$ cat config.mk
export PLATFORM = sky130hd
export DESIGN_NAME = vend_ctrl
export DESIGN_NICKNAME = d
export VERILOG_FILES = /design/src/rtl/vend_pkg.sv /design/src/rtl/vend_item_table.sv /design/src/rtl/vend_ctrl.sv
export SDC_FILE = /design/constraint.sdc
export NUM_CORES = 1
export LEC_CHECK = 0
export ABC_AREA = 1
export BUFFER_PORTS_ARGS = -buffer_cell sky130_fd_sc_hd__clkbuf_2
export CAP_MARGIN = 20
export CORE_MARGIN = 2
export CORE_UTILIZATION = 55
export CTS_CLUSTER_SIZE = 24
export DETAILED_ROUTE_END_ITERATION = 6
export MAX_ROUTING_LAYER = met4
export PLACE_DENSITY = 0.72
export SLEW_MARGIN = 40
export SYNTH_ARGS = -nofsm -noshare
export SYNTH_HDL_FRONTEND = slang
export SYNTH_SLANG_ARGS = --single-unit
$ cat constraint.sdc
create_clock -name clk -period 10.5 [get_ports clk]
set_input_delay 3.15 -clock clk [delete_from_list [all_inputs] [get_ports clk]]
set_output_delay 3.15 -clock clk [all_outputs]
set_load 0.02 [all_outputs]
$ cat src/rtl/vend_pkg.sv
// Shared types and helpers for the vending controller: coin codes,
// denominations, FSM states and the greedy change picker.
package vend_pkg;

    localparam logic [1:0] COIN_5  = 2'b00;
    localparam logic [1:0] COIN_10 = 2'b01;
    localparam logic [1:0] COIN_20 = 2'b10;
    localparam logic [1:0] COIN_50 = 2'b11;

    localparam logic [5:0] VAL_5  = 6'd5;
    localparam logic [5:0] VAL_10 = 6'd10;
    localparam logic [5:0] VAL_20 = 6'd20;
    localparam logic [5:0] VAL_50 = 6'd50;

    typedef enum logic [1:0] {
        ST_IDLE   = 2'b00,
        ST_VEND   = 2'b01,
        ST_CHANGE = 2'b10
    } state_t;

    // value == 0 means no coin fits the remaining amount
    typedef struct packed {
        logic [1:0] code;
        logic [5:0] value;
    } change_pick_t;

    function automatic logic [5:0] coin_value(input logic [1:0] code);
        case (code)
            COIN_5:  coin_value = VAL_5;
            COIN_10: coin_value = VAL_10;
            COIN_20: coin_value = VAL_20;
            COIN_50: coin_value = VAL_50;
            default: coin_value = VAL_5;
        endcase
    endfunction

    // Largest of 20/10/5 not exceeding the amount; 50 is never paid out
    function automatic change_pick_t change_pick(input logic [15:0] amount);
        change_pick_t pick;
        if (amount >= 16'd20) begin
            pick.code  = COIN_20;
            pick.value = VAL_20;
        end else if (amount >= 16'd10) begin
            pick.code  = COIN_10;
            pick.value = VAL_10;
        end else if (amount >= 16'd5) begin
            pick.code  = COIN_5;
            pick.value = VAL_5;
        end else begin
            pick.code  = COIN_5;
            pick.value = 6'd0;
        end
        return pick;
    endfunction

endpackage

$ cat src/rtl/vend_item_table.sv
// Per-item price and stock register file: one combinational read port,
// a stock-decrement port and a write port that overrides the decrement.
module vend_item_table
    import vend_pkg::*;
#(
    parameter int N_ITEMS  = 16,
    parameter int CREDIT_W = 8,
    parameter int STOCK_W  = 4,
    parameter int IW       = $clog2(N_ITEMS)
) (
    input  logic                clk,
    input  logic                reset,
    input  logic [IW-1:0]       rd_addr,
    output logic [CREDIT_W-1:0] rd_price,
    output logic [STOCK_W-1:0]  rd_stock,
    input  logic                dec_en,
    input  logic [IW-1:0]       dec_addr,
    input  logic                wr_en,
    input  logic [IW-1:0]       wr_addr,
    input  logic [CREDIT_W-1:0] wr_price,
    input  logic [STOCK_W-1:0]  wr_stock
);

    logic [CREDIT_W-1:0] price_r [N_ITEMS];
    logic [STOCK_W-1:0]  stock_r [N_ITEMS];

    assign rd_price = price_r[rd_addr];
    assign rd_stock = stock_r[rd_addr];

    // Table update; an empty table makes every item read sold-out
    always_ff @(posedge clk or posedge reset) begin
        if (reset) begin
            for (int i = 0; i < N_ITEMS; i++) begin
                price_r[i] <= {CREDIT_W{1'b0}};
                stock_r[i] <= {STOCK_W{1'b0}};
            end
        end else begin
            for (int i = 0; i < N_ITEMS; i++) begin
                if (wr_en && (wr_addr == IW'(i))) begin
                    price_r[i] <= wr_price;
                    stock_r[i] <= wr_stock;
                end else if (dec_en && (dec_addr == IW'(i))) begin
                    stock_r[i] <= stock_r[i] - {{(STOCK_W-1){1'b0}}, 1'b1};
                end else begin
                    stock_r[i] <= stock_r[i];
                end
            end
        end
    end

endmodule

$ cat src/rtl/vend_ctrl.sv
// Vending controller: credit accumulation, selection check against the
// item table, dispenser handshake and greedy coin-by-coin change return.
module vend_ctrl
    import vend_pkg::*;
#(
    parameter  int N_ITEMS    = 16,
    parameter  int CREDIT_W   = 8,
    parameter  int STOCK_W    = 4,
    parameter  int MAX_CREDIT = 200,
    localparam int IW         = $clog2(N_ITEMS)
) (
    input  logic                clk,
    input  logic                reset,
    input  logic                coin_valid,
    input  logic [1:0]          coin_code,
    output logic                coin_accept,
    output logic                coin_reject,
    input  logic                sel_valid,
    input  logic [IW-1:0]       sel_item,
    input  logic                cancel,
    input  logic                cfg_we,
    input  logic [IW-1:0]       cfg_addr,
    input  logic [CREDIT_W-1:0] cfg_price,
    input  logic [STOCK_W-1:0]  cfg_stock,
    output logic [CREDIT_W-1:0] credit,
    output logic                vend_valid,
    output logic [IW-1:0]       vend_item,
    input  logic                vend_ready,
    output logic                change_valid,
    output logic [1:0]          change_coin,
    input  logic                change_ready,
    output logic                err_soldout,
    output logic                err_funds,
    output logic                busy
);

    localparam logic [CREDIT_W:0] MAX_CREDIT_L = (CREDIT_W+1)'(MAX_CREDIT);

    state_t              state_r, state_nxt;
    logic [CREDIT_W-1:0] credit_r, credit_nxt;
    logic [IW-1:0]       vend_item_r, vend_item_nxt;
    logic                vend_valid_r, vend_valid_nxt;
    logic                change_valid_r, change_valid_nxt;
    logic [1:0]          change_coin_r, change_coin_nxt;
    logic                coin_accept_r, coin_accept_nxt;
    logic                coin_reject_r, coin_reject_nxt;
    logic                err_soldout_r, err_soldout_nxt;
    logic                err_funds_r, err_funds_nxt;
    logic                busy_r;
    logic                dec_en_s;
    logic [CREDIT_W-1:0] rd_price_s;
    logic [STOCK_W-1:0]  rd_stock_s;
    logic [CREDIT_W:0]   coin_sum_s;
    change_pick_t        pick_nxt_s;

    vend_item_table #(
        .N_ITEMS (N_ITEMS),
        .CREDIT_W(CREDIT_W),
        .STOCK_W (STOCK_W),
        .IW      (IW)
    ) u_table (
        .clk     (clk),
        .reset   (reset),
        .rd_addr (sel_item),
        .rd_price(rd_price_s),
        .rd_stock(rd_stock_s),
        .dec_en  (dec_en_s),
        .dec_addr(sel_item),
        .wr_en   (cfg_we),
        .wr_addr (cfg_addr),
        .wr_price(cfg_price),
        .wr_stock(cfg_stock)
    );

    // Next-state, credit and output pulse decode
    always_comb begin
        state_nxt       = state_r;
        credit_nxt      = credit_r;
        vend_item_nxt   = vend_item_r;
        coin_accept_nxt = 1'b0;
        coin_reject_nxt = 1'b0;
        err_soldout_nxt = 1'b0;
        err_funds_nxt   = 1'b0;
        dec_en_s        = 1'b0;
        coin_sum_s      = {1'b0, credit_r} + (CREDIT_W+1)'(coin_value(coin_code));
        case (state_r)
            ST_IDLE: begin
                if (cancel) begin
                    coin_reject_nxt = coin_valid;
                    if (credit_r != {CREDIT_W{1'b0}}) begin
                        state_nxt = ST_CHANGE;
                    end else begin
                        state_nxt = ST_IDLE;
                    end
                end else if (sel_valid) begin
                    coin_reject_nxt = coin_valid;
                    if (rd_stock_s == {STOCK_W{1'b0}}) begin
                        err_soldout_nxt = 1'b1;
                    end else if (credit_r < rd_price_s) begin
                        err_funds_nxt = 1'b1;
                    end else begin
                        credit_nxt    = credit_r - rd_price_s;
                        dec_en_s      = 1'b1;
                        vend_item_nxt = sel_item;
                        state_nxt     = ST_VEND;
                    end
                end else if (coin_valid) begin
                    if (coin_sum_s <= MAX_CREDIT_L) begin
                        credit_nxt      = coin_sum_s[CREDIT_W-1:0];
                        coin_accept_nxt = 1'b1;
                    end else begin
                        coin_reject_nxt = 1'b1;
                    end
                end else begin
                    state_nxt = ST_IDLE;
                end
            end
            ST_VEND: begin
                coin_reject_nxt = coin_valid;
                if (vend_ready) begin
                    state_nxt = (credit_r != {CREDIT_W{1'b0}}) ? ST_CHANGE : ST_IDLE;
                end else begin
                    state_nxt = ST_VEND;
                end
            end
            ST_CHANGE: begin
                coin_reject_nxt = coin_valid;
                // No coin offered means the 1..4 remainder is forfeited
                if (!change_valid_r) begin
                    credit_nxt = {CREDIT_W{1'b0}};
                    state_nxt  = ST_IDLE;
                end else if (change_ready) begin
                    credit_nxt = credit_r - CREDIT_W'(coin_value(change_coin_r));
                    if (credit_nxt == {CREDIT_W{1'b0}}) begin
                        state_nxt = ST_IDLE;
                    end else begin
                        state_nxt = ST_CHANGE;
                    end
                end else begin
                    state_nxt = ST_CHANGE;
                end
            end
            default: begin
                state_nxt  = ST_IDLE;
                credit_nxt = {CREDIT_W{1'b0}};
            end
        endcase
        pick_nxt_s       = change_pick(16'(credit_nxt));
        change_valid_nxt = (state_nxt == ST_CHANGE) && (pick_nxt_s.value != 6'd0);
        change_coin_nxt  = pick_nxt_s.code;
        vend_valid_nxt   = (state_nxt == ST_VEND);
    end

    // State and registered outputs
    always_ff @(posedge clk or posedge reset) begin
        if (reset) begin
            state_r        <= ST_IDLE;
            credit_r       <= {CREDIT_W{1'b0}};
            vend_item_r    <= {IW{1'b0}};
            vend_valid_r   <= 1'b0;
            change_valid_r <= 1'b0;
            change_coin_r  <= 2'b00;
            coin_accept_r  <= 1'b0;
            coin_reject_r  <= 1'b0;
            err_soldout_r  <= 1'b0;
            err_funds_r    <= 1'b0;
            busy_r         <= 1'b0;
        end else begin
            state_r        <= state_nxt;
            credit_r       <= credit_nxt;
            vend_item_r    <= vend_item_nxt;
            vend_valid_r   <= vend_valid_nxt;
            change_valid_r <= change_valid_nxt;
            change_coin_r  <= change_coin_nxt;
            coin_accept_r  <= coin_accept_nxt;
            coin_reject_r  <= coin_reject_nxt;
            err_soldout_r  <= err_soldout_nxt;
            err_funds_r    <= err_funds_nxt;
            busy_r         <= (state_nxt != ST_IDLE);
        end
    end

    assign credit       = credit_r;
    assign vend_valid   = vend_valid_r;
    assign vend_item    = vend_item_r;
    assign change_valid = change_valid_r;
    assign change_coin  = change_coin_r;
    assign coin_accept  = coin_accept_r;
    assign coin_reject  = coin_reject_r;
    assign err_soldout  = err_soldout_r;
    assign err_funds    = err_funds_r;
    assign busy         = busy_r;

endmodule

Word-level counts from Yosys, hierarchy flattened
Index checks and enable logic that the tools add are counted.

storage, ports and cells
  register bits after elaboration = 215
  bits in latches = 0
  RAM bits = 0
  bits in read-only memories = 0
  memories kept = 0

operators by class
  add/subtract/negate cells = 19
  $mul = 0
  divide/modulo/power cells = 0
  magnitude comparators = 6
  eq/ne operators = 40
  shifts and indexed selects = 0
  mux-type cells = 90
  bitwise operators = 4
  reductions and logical operators = 61

operator list
  operator                                                         count
  two-way mux 4 bit                                                34
  two-way mux 8 bit                                                11
  == test 4 bit (second input constant)                            16
  subtractor 4 x 1 -> 4 bit (second input constant)                16
  one-hot mux 6 bit (4 select lines)                               2
  nonzero test 2 bit                                               17
  logical AND 1 bit                                                33
  binary-select mux 8 bit (select 4 bit)                           1
  == test 4 x 3 -> 1 bit (second input constant)                   8
  one-hot mux 8 bit (3 select lines)                               1
  two-way mux 1 bit                                                23
  two-way mux 2 bit                                                10
  two-way mux 6 bit                                                3
  binary-select mux 4 bit (select 4 bit)                           1
  == test 4 x 2 -> 1 bit (second input constant)                   4
  == test 2 bit (second input constant)                            6
  zero test 4 bit                                                  3
  adder 8 x 6 -> 9 bit                                             1
  less-or-equal comparator 9 x 8 -> 1 bit (second input constant)  1
  == test 2 x 1 -> 1 bit (second input constant)                   4
  == test 4 x 1 -> 1 bit (second input constant)                   2
  >= comparator 8 x 3 -> 1 bit (second input constant)             1
  >= comparator 8 x 4 -> 1 bit (second input constant)             1
  >= comparator 8 x 5 -> 1 bit (second input constant)             1
  other kinds (16)                                                 20

Longest topological paths before layout
  depth in word-level cells = 16
  mapped depth = 25
  mapped depth without buffers = 23

Hierarchy
Synthesis repeated with hierarchy kept, for this count alone.

unflattened totals
  cells, all modules = 1968
  area, all modules = 13529.2 um^2

by module, submodules not included
  module           times used  cells an instance  area each (um^2)  sequential area each (um^2)
  vend_item_table  1           1559               10908.0           4804.6
  vend_ctrl        1           409                2621.3            575.6

Worst setup path after synthesis
OpenSTA, ideal clock, no wires.

  kind = input -> register
  from = input sel_item[1]
  to = register change_coin_r[0] (netlist: change_coin[0])
  arrival time = 6361 ps
  data required time = 10374 ps
  path slack = 4013 ps
  stages = 23
  path through = nand2_1 inv_2 clkbuf_1 a22oi_1 nand2_1 a2111o_1 ha_1 fa_1 o21ai_0 nand2_1 nand3_1 clkbuf_1 o21ai_0 nand2_1 nand2_1 a21oi_1 nand2_1 nand2_1 nand2_1 nand2_1 inv_1 o21ai_0 a21oi_1

between the ends
  word-level cells in the longest chain between the ends = 13
  elaborated cells on any way between the ends = 19

ends and longest elaborated chain
  item                                                           RTL line                                      source
  from (decl)                                                    vend_ctrl.sv:19                               input logic [IW-1:0] sel_item,
  NOT 4 -> 5 bit (implied by the code) *                         vend_item_table.sv:27, vend_item_table.sv:28
  binary-select mux 8 bit (select 4 bit)                         vend_item_table.sv:27                         assign rd_price = price_r[rd_addr];
  two-way mux 8 bit (implied by the code) (2 in series)          vend_item_table.sv:27
  subtractor 8 bit / < comparator 8 bit (equally long branches)  vend_ctrl.sv:102, vend_ctrl.sv:99
  two-way mux 8 bit                                              vend_ctrl.sv:99                               end else if (credit_r < rd_price_s) begin
  two-way mux 8 bit *                                            vend_ctrl.sv:97                               if (rd_stock_s == {STOCK_W{1'b0}}) begin
  two-way mux 8 bit *                                            vend_ctrl.sv:95                               end else if (sel_valid) begin
  two-way mux 8 bit *                                            vend_ctrl.sv:88                               if (cancel) begin
  one-hot mux 8 bit (3 select lines) *                           vend_ctrl.sv:86                               case (state_r)
  named net credit_nxt[2]                                        vend_ctrl.sv:40                               logic [CREDIT_W-1:0] credit_r, credit_nxt;
  >= comparator 8 x 4 -> 1 bit                                   vend_pkg.sv:43                                end else if (amount >= 16'd10) begin
  two-way mux 7 bit                                              vend_pkg.sv:43
  two-way mux 8 bit *                                            vend_pkg.sv:40                                if (amount >= 16'd20) begin
  to (signal assigned)                                           vend_ctrl.sv:174                              change_coin_r <= change_coin_nxt;
  to (decl)                                                      vend_ctrl.sv:44                               logic [1:0] change_coin_r, change_coin_nxt;

Mark *: on every way through the listed nets, which the timed path passes. The rest lies on a longest branch. The select of a mux whose other input is x is not followed.
A chain may end at the register's enable or synchronous reset.

Worst setup path in the final report
  from = input sel_item[1]
  to = register u_table.stock_r[35] in the netlist's numbering

between the ends
  word-level cells in the longest chain between the ends = 12
  elaborated cells on any way between the ends = 17

ends and longest elaborated chain
  item                                                   RTL line                                      source
  NOT 4 -> 5 bit (implied by the code)                   vend_item_table.sv:27, vend_item_table.sv:28
  binary-select mux 8 bit (select 4 bit)                 vend_item_table.sv:27
  two-way mux 8 bit (implied by the code) (2 in series)  vend_item_table.sv:27
  < comparator 8 bit                                     vend_ctrl.sv:99
  two-way mux 1 bit                                      vend_ctrl.sv:99
  two-way mux 1 bit                                      vend_ctrl.sv:97
  two-way mux 1 bit                                      vend_ctrl.sv:95
  two-way mux 1 bit                                      vend_ctrl.sv:88
  two-way mux 1 bit                                      vend_ctrl.sv:86
  logical AND 1 bit *                                    vend_item_table.sv:42                         end else if (dec_en && (dec_addr == IW'(i))) begin
  nonzero test 2 bit (no line) *                         n/a
  to (signal, indexed assignment)                        vend_item_table.sv:41                         stock_r[i] <= wr_stock;
  to (signal, indexed assignment)                        vend_item_table.sv:43                         stock_r[i] <= stock_r[i] - {{(STOCK_W-1){1'b0}}, 1'b1};
  to (signal, indexed assignment)                        vend_item_table.sv:45                         stock_r[i] <= stock_r[i];
  to (decl)                                              vend_item_table.sv:25                         logic [STOCK_W-1:0] stock_r [N_ITEMS];

Every way passes the cells marked *; elsewhere a longest branch is shown, timed or not. The select of a mux whose other input is x is not followed.

==> impl_metrics.json <==
{
  "fin_nets": 1564,
  "rsz0062_at_grt": "false",
  "synth_compound_gate_area_share": 0.188,
  "postSynth.asyncResetShare": 1.00,
  "root_buffer": "clkbuf_16",
  "clk_pin_slew_ns": 0.06,
  "drtPass1Iterations": 5,
  "synth_fa_ha_area_frac": 0.0476,
  "pwr-share-clk": 0.266,
  "fin_crit_sh": 0.680,
  "grt_use_total": 0.297,
  "gp_congestion": 0.929,
  "crit_slowest_cell": "a2111o_1",
  "dpl_worst_slack_ns": 2.72,
  "layout_setup_ws_ns": 3.36,
  "postCtsResizedCells": 0,
  "wl_met2_um": 14700,
  "core-area_sq_um": 21000,
  "endpoint_kind": "register",
  "synth_edf_count": 0,
  "highest_layer": "met4",
  "power_density_nw_per_um2": 246,
  "cp_common_cell": "nand2_1",
  "post_cts_buffers": 0,
  "status": "complete, no violations",
  "wl_per_cell_um": 17.9,
  "synth.avg_cell_area_sq_um": 7.94,
  "cts_buffers": 24,
  "max_freq_mhz": 140,
  "clk_latency_ns": 0.53,
  "drcViolationCount": 0,
  "layout_commonest_cell": "nand2_1",
  "insertedDiodeCount": 0,
  "yosysWarnings": 0,
  "cp_cell_sequence": "clkbuf_2, nand2_1, inv_2, a22oi_1, nand2_1, a2111o_1, ha_1, fa_1, o21ai_0, nand2_1, nand3_1, nand2_4, nor2_8, inv_2, nor2_4, nand2_1, o41ai_1, a21oi_1",
  "drive_gt1_frac": 0.0789,
  "r2r_slack_ns": 6.33,
  "sequentialPowerShare": 0.382,
  "syn2layout_area_growth_pct": 10.4,
  "start_util": 0.560,
  "worstPathRequired_ns": 10.89,
  "vias": 10400,
  "ioPinCount": 51,
  "port-buffer-count": 50,
  "grt_pass1_vias": 9865,
  "place_hpwl_um": 21000,
  "vias_per_cell": 5.81,
  "grt.overflow.total": 0,
  "drtIter0Drc": 919,
  "worstHoldPathType": "reg2reg",
  "cts.sinks": 215,
  "holdWs_ns": 0.487,
  "wl_met3_um": 2370,
  "max_cap_violations": 0,
  "arrival_ns": 7.53,
  "clockBufferDepth": 3,
  "wl_um": 31900,
  "ir_drop_mv": 0.138,
  "cts_hold_buf": 0,
  "yosysUniqueCellTypes": 49,
  "hold_violations": 0,
  "comb_power_share": 0.352,
  "skew_ns": 0.0201,
  "drt-met1-wl_um": 14200,
  "synth.area.mux_share": 0.00170,
  "netlist_instances": 1483,
  "die_area_sq_um": 22600,
  "syn-cell-area_sq_um": 11800,
  "ys_seq_area_frac": 0.457,
  "crit_path_start_kind": "input pin",
  "antenna_found_initial": 0,
  "rows": 53,
  "cts_tree": "built",
  "synth_xor_xnor_area_share": 0.0208,
  "final_cell_mix": "361 x nand2_1, 215 x dfrtp_1, 191 x o21ai_0, 141 x inv_1, 87 x nor2_1",
  "slew_viol_final": 0,
  "h-tree-depth": 1,
  "ant_nets": 0,
  "grt_max_degree": 78,
  "critPathKind": "in2reg",
  "synth_top_family_by_area": "simple AND/OR/NAND/NOR gates",
  "fillCellCount": 1857,
  "synthFlopType": "dfrtp_1",
  "p_int_uw": 1990,
  "worstMarginPinSlew_ns": 0.827,
  "grt_pass1_wl_um": 51300,
  "power.leakage_uw": 0.00637,
  "final-setup-viol-count": 0,
  "ys_seq_elements": 215,
  "critPathMaxStageDelay_ns": 0.43,
  "fin_crit_ns": 7.14,
  "die_x_um": 150,
  "yosys.area_share.simple": 0.212,
  "maxSlewHeadroom": 0.434,
  "fin_setup_tns_ns": 0,
  "p_sw_frac": 0.380,
  "die_h_um": 150,
  "switching_power_uw": 1210,
  "syn_nets": 1556,
  "worstPathMaxFanout": 35
}
## state kept, by name, summed over array words and instances (netlist names)
signal / count
u_table.price_r: 128
u_table.stock_r: 64
credit: 8
vend_item: 4
change_coin: 2
state_r: 2
busy: 1
change_valid: 1
coin_accept: 1
coin_reject: 1
err_funds: 1
err_soldout: 1
vend_valid: 1
## worst max-delay path: cells and delay by family
kind / cells / cell delay, ns
adder cells (fa/ha/maj): 2 / 0.64
AO/OA/AOI/OAI: 5 / 1.46
buffers and inverters: 3 / 0.65
AND/OR/NAND/NOR: 8 / 1.60
## area by class of cell
class,instances,area (sq um),share of cell area
inverters,148,563,0.0433
multi-input cells,1044,5590,0.430
clock inverters,5,77.6,0.00597
repair buffers,58,318,0.0245
clock buffers,38,724,0.0557
flip-flops and latches,215,5380,0.414
well taps,275,344,0.0265
## cell usage after synthesis, drive strengths merged (5+ instances only)
cell     number  share of area
ha           40          0.043
a21boi        9         0.0057
o21ai       191          0.081
nor3          5         0.0026
nor2         93          0.032
a31oi         9         0.0048
clkbuf       70          0.022
o22ai         8         0.0043
buf           6         0.0036
nand3        76          0.032
o211ai        8         0.0051
a2111oi       6         0.0045
xor2         22          0.016
a21oi        67          0.028
nand3b        9         0.0057
inv         145          0.046
a22oi        65          0.041
nand4        30          0.016
nand2       372           0.12
xnor2         6         0.0045
dfrtp       215           0.46
## cells by family after synthesis
kind of cell	Yosys count
flops	215
fa+ha+maj	43
xor+xnor	28
mux	2
buf+inv	224
simple gates	591
compound gates	380
## routing by layer
metal | global-route usage | vias to the layer above
met5 | - | -
met4 | 0.0717 | 0
met3 | 0.0412 | 54
met2 | 0.475 | 367
met1 | 0.403 | 4931
li1 | - | 5011
## power by group through the flow
| stage | logic (uW) | clock network, uW | registers [uW] |
|---|---|---|---|
| 2_1_floorplan | 821 | 0 | 1210 |
| 3_3_place_gp | 1080 | 0 | 1220 |
| 3_5_place_dp | 1110 | 0 | 1230 |
| 4_1_cts | 1120 | 862 | 1220 |
| 5_1_grt | 1290 | 896 | 1250 |
| 6_report | 1130 | 852 | 1220 |
## per-stage QoR
step / util / power, uW / cell area (sq um) / cells
after floorplan: - / 2030 / 11800 / 1483
after global placement: 0.578 / 2300 / 12100 / 1740
after detailed placement: 0.579 / 2340 / 12200 / 1740
after CTS: 0.617 / 3200 / 13000 / 1783
after global routing: 0.618 / 3430 / 13000 / 1783
final: 0.618 / 3200 / 13000 / 1783
## worst paths after layout
path                                                   from                          endpoint  cells after the start
hold / removal             u_table.price_r[115]$_DFFE_PP0P_  u_table.price_r[115]$_DFFE_PP0P_                      2
max in group asynchronous                             reset   u_table.price_r[50]$_DFFE_PP0P_                      3
setup reg to reg           u_table.price_r[120]$_DFFE_PP0P_   u_table.stock_r[35]$_DFFE_PP0P_                     15
min in group asynchronous                             reset   u_table.stock_r[16]$_DFFE_PP0P_                      2
hold reg to reg            u_table.price_r[115]$_DFFE_PP0P_  u_table.price_r[115]$_DFFE_PP0P_                      2
setup / recovery                                sel_item[1]   u_table.stock_r[35]$_DFFE_PP0P_                     18
Power figures use the tool's default switching activity.
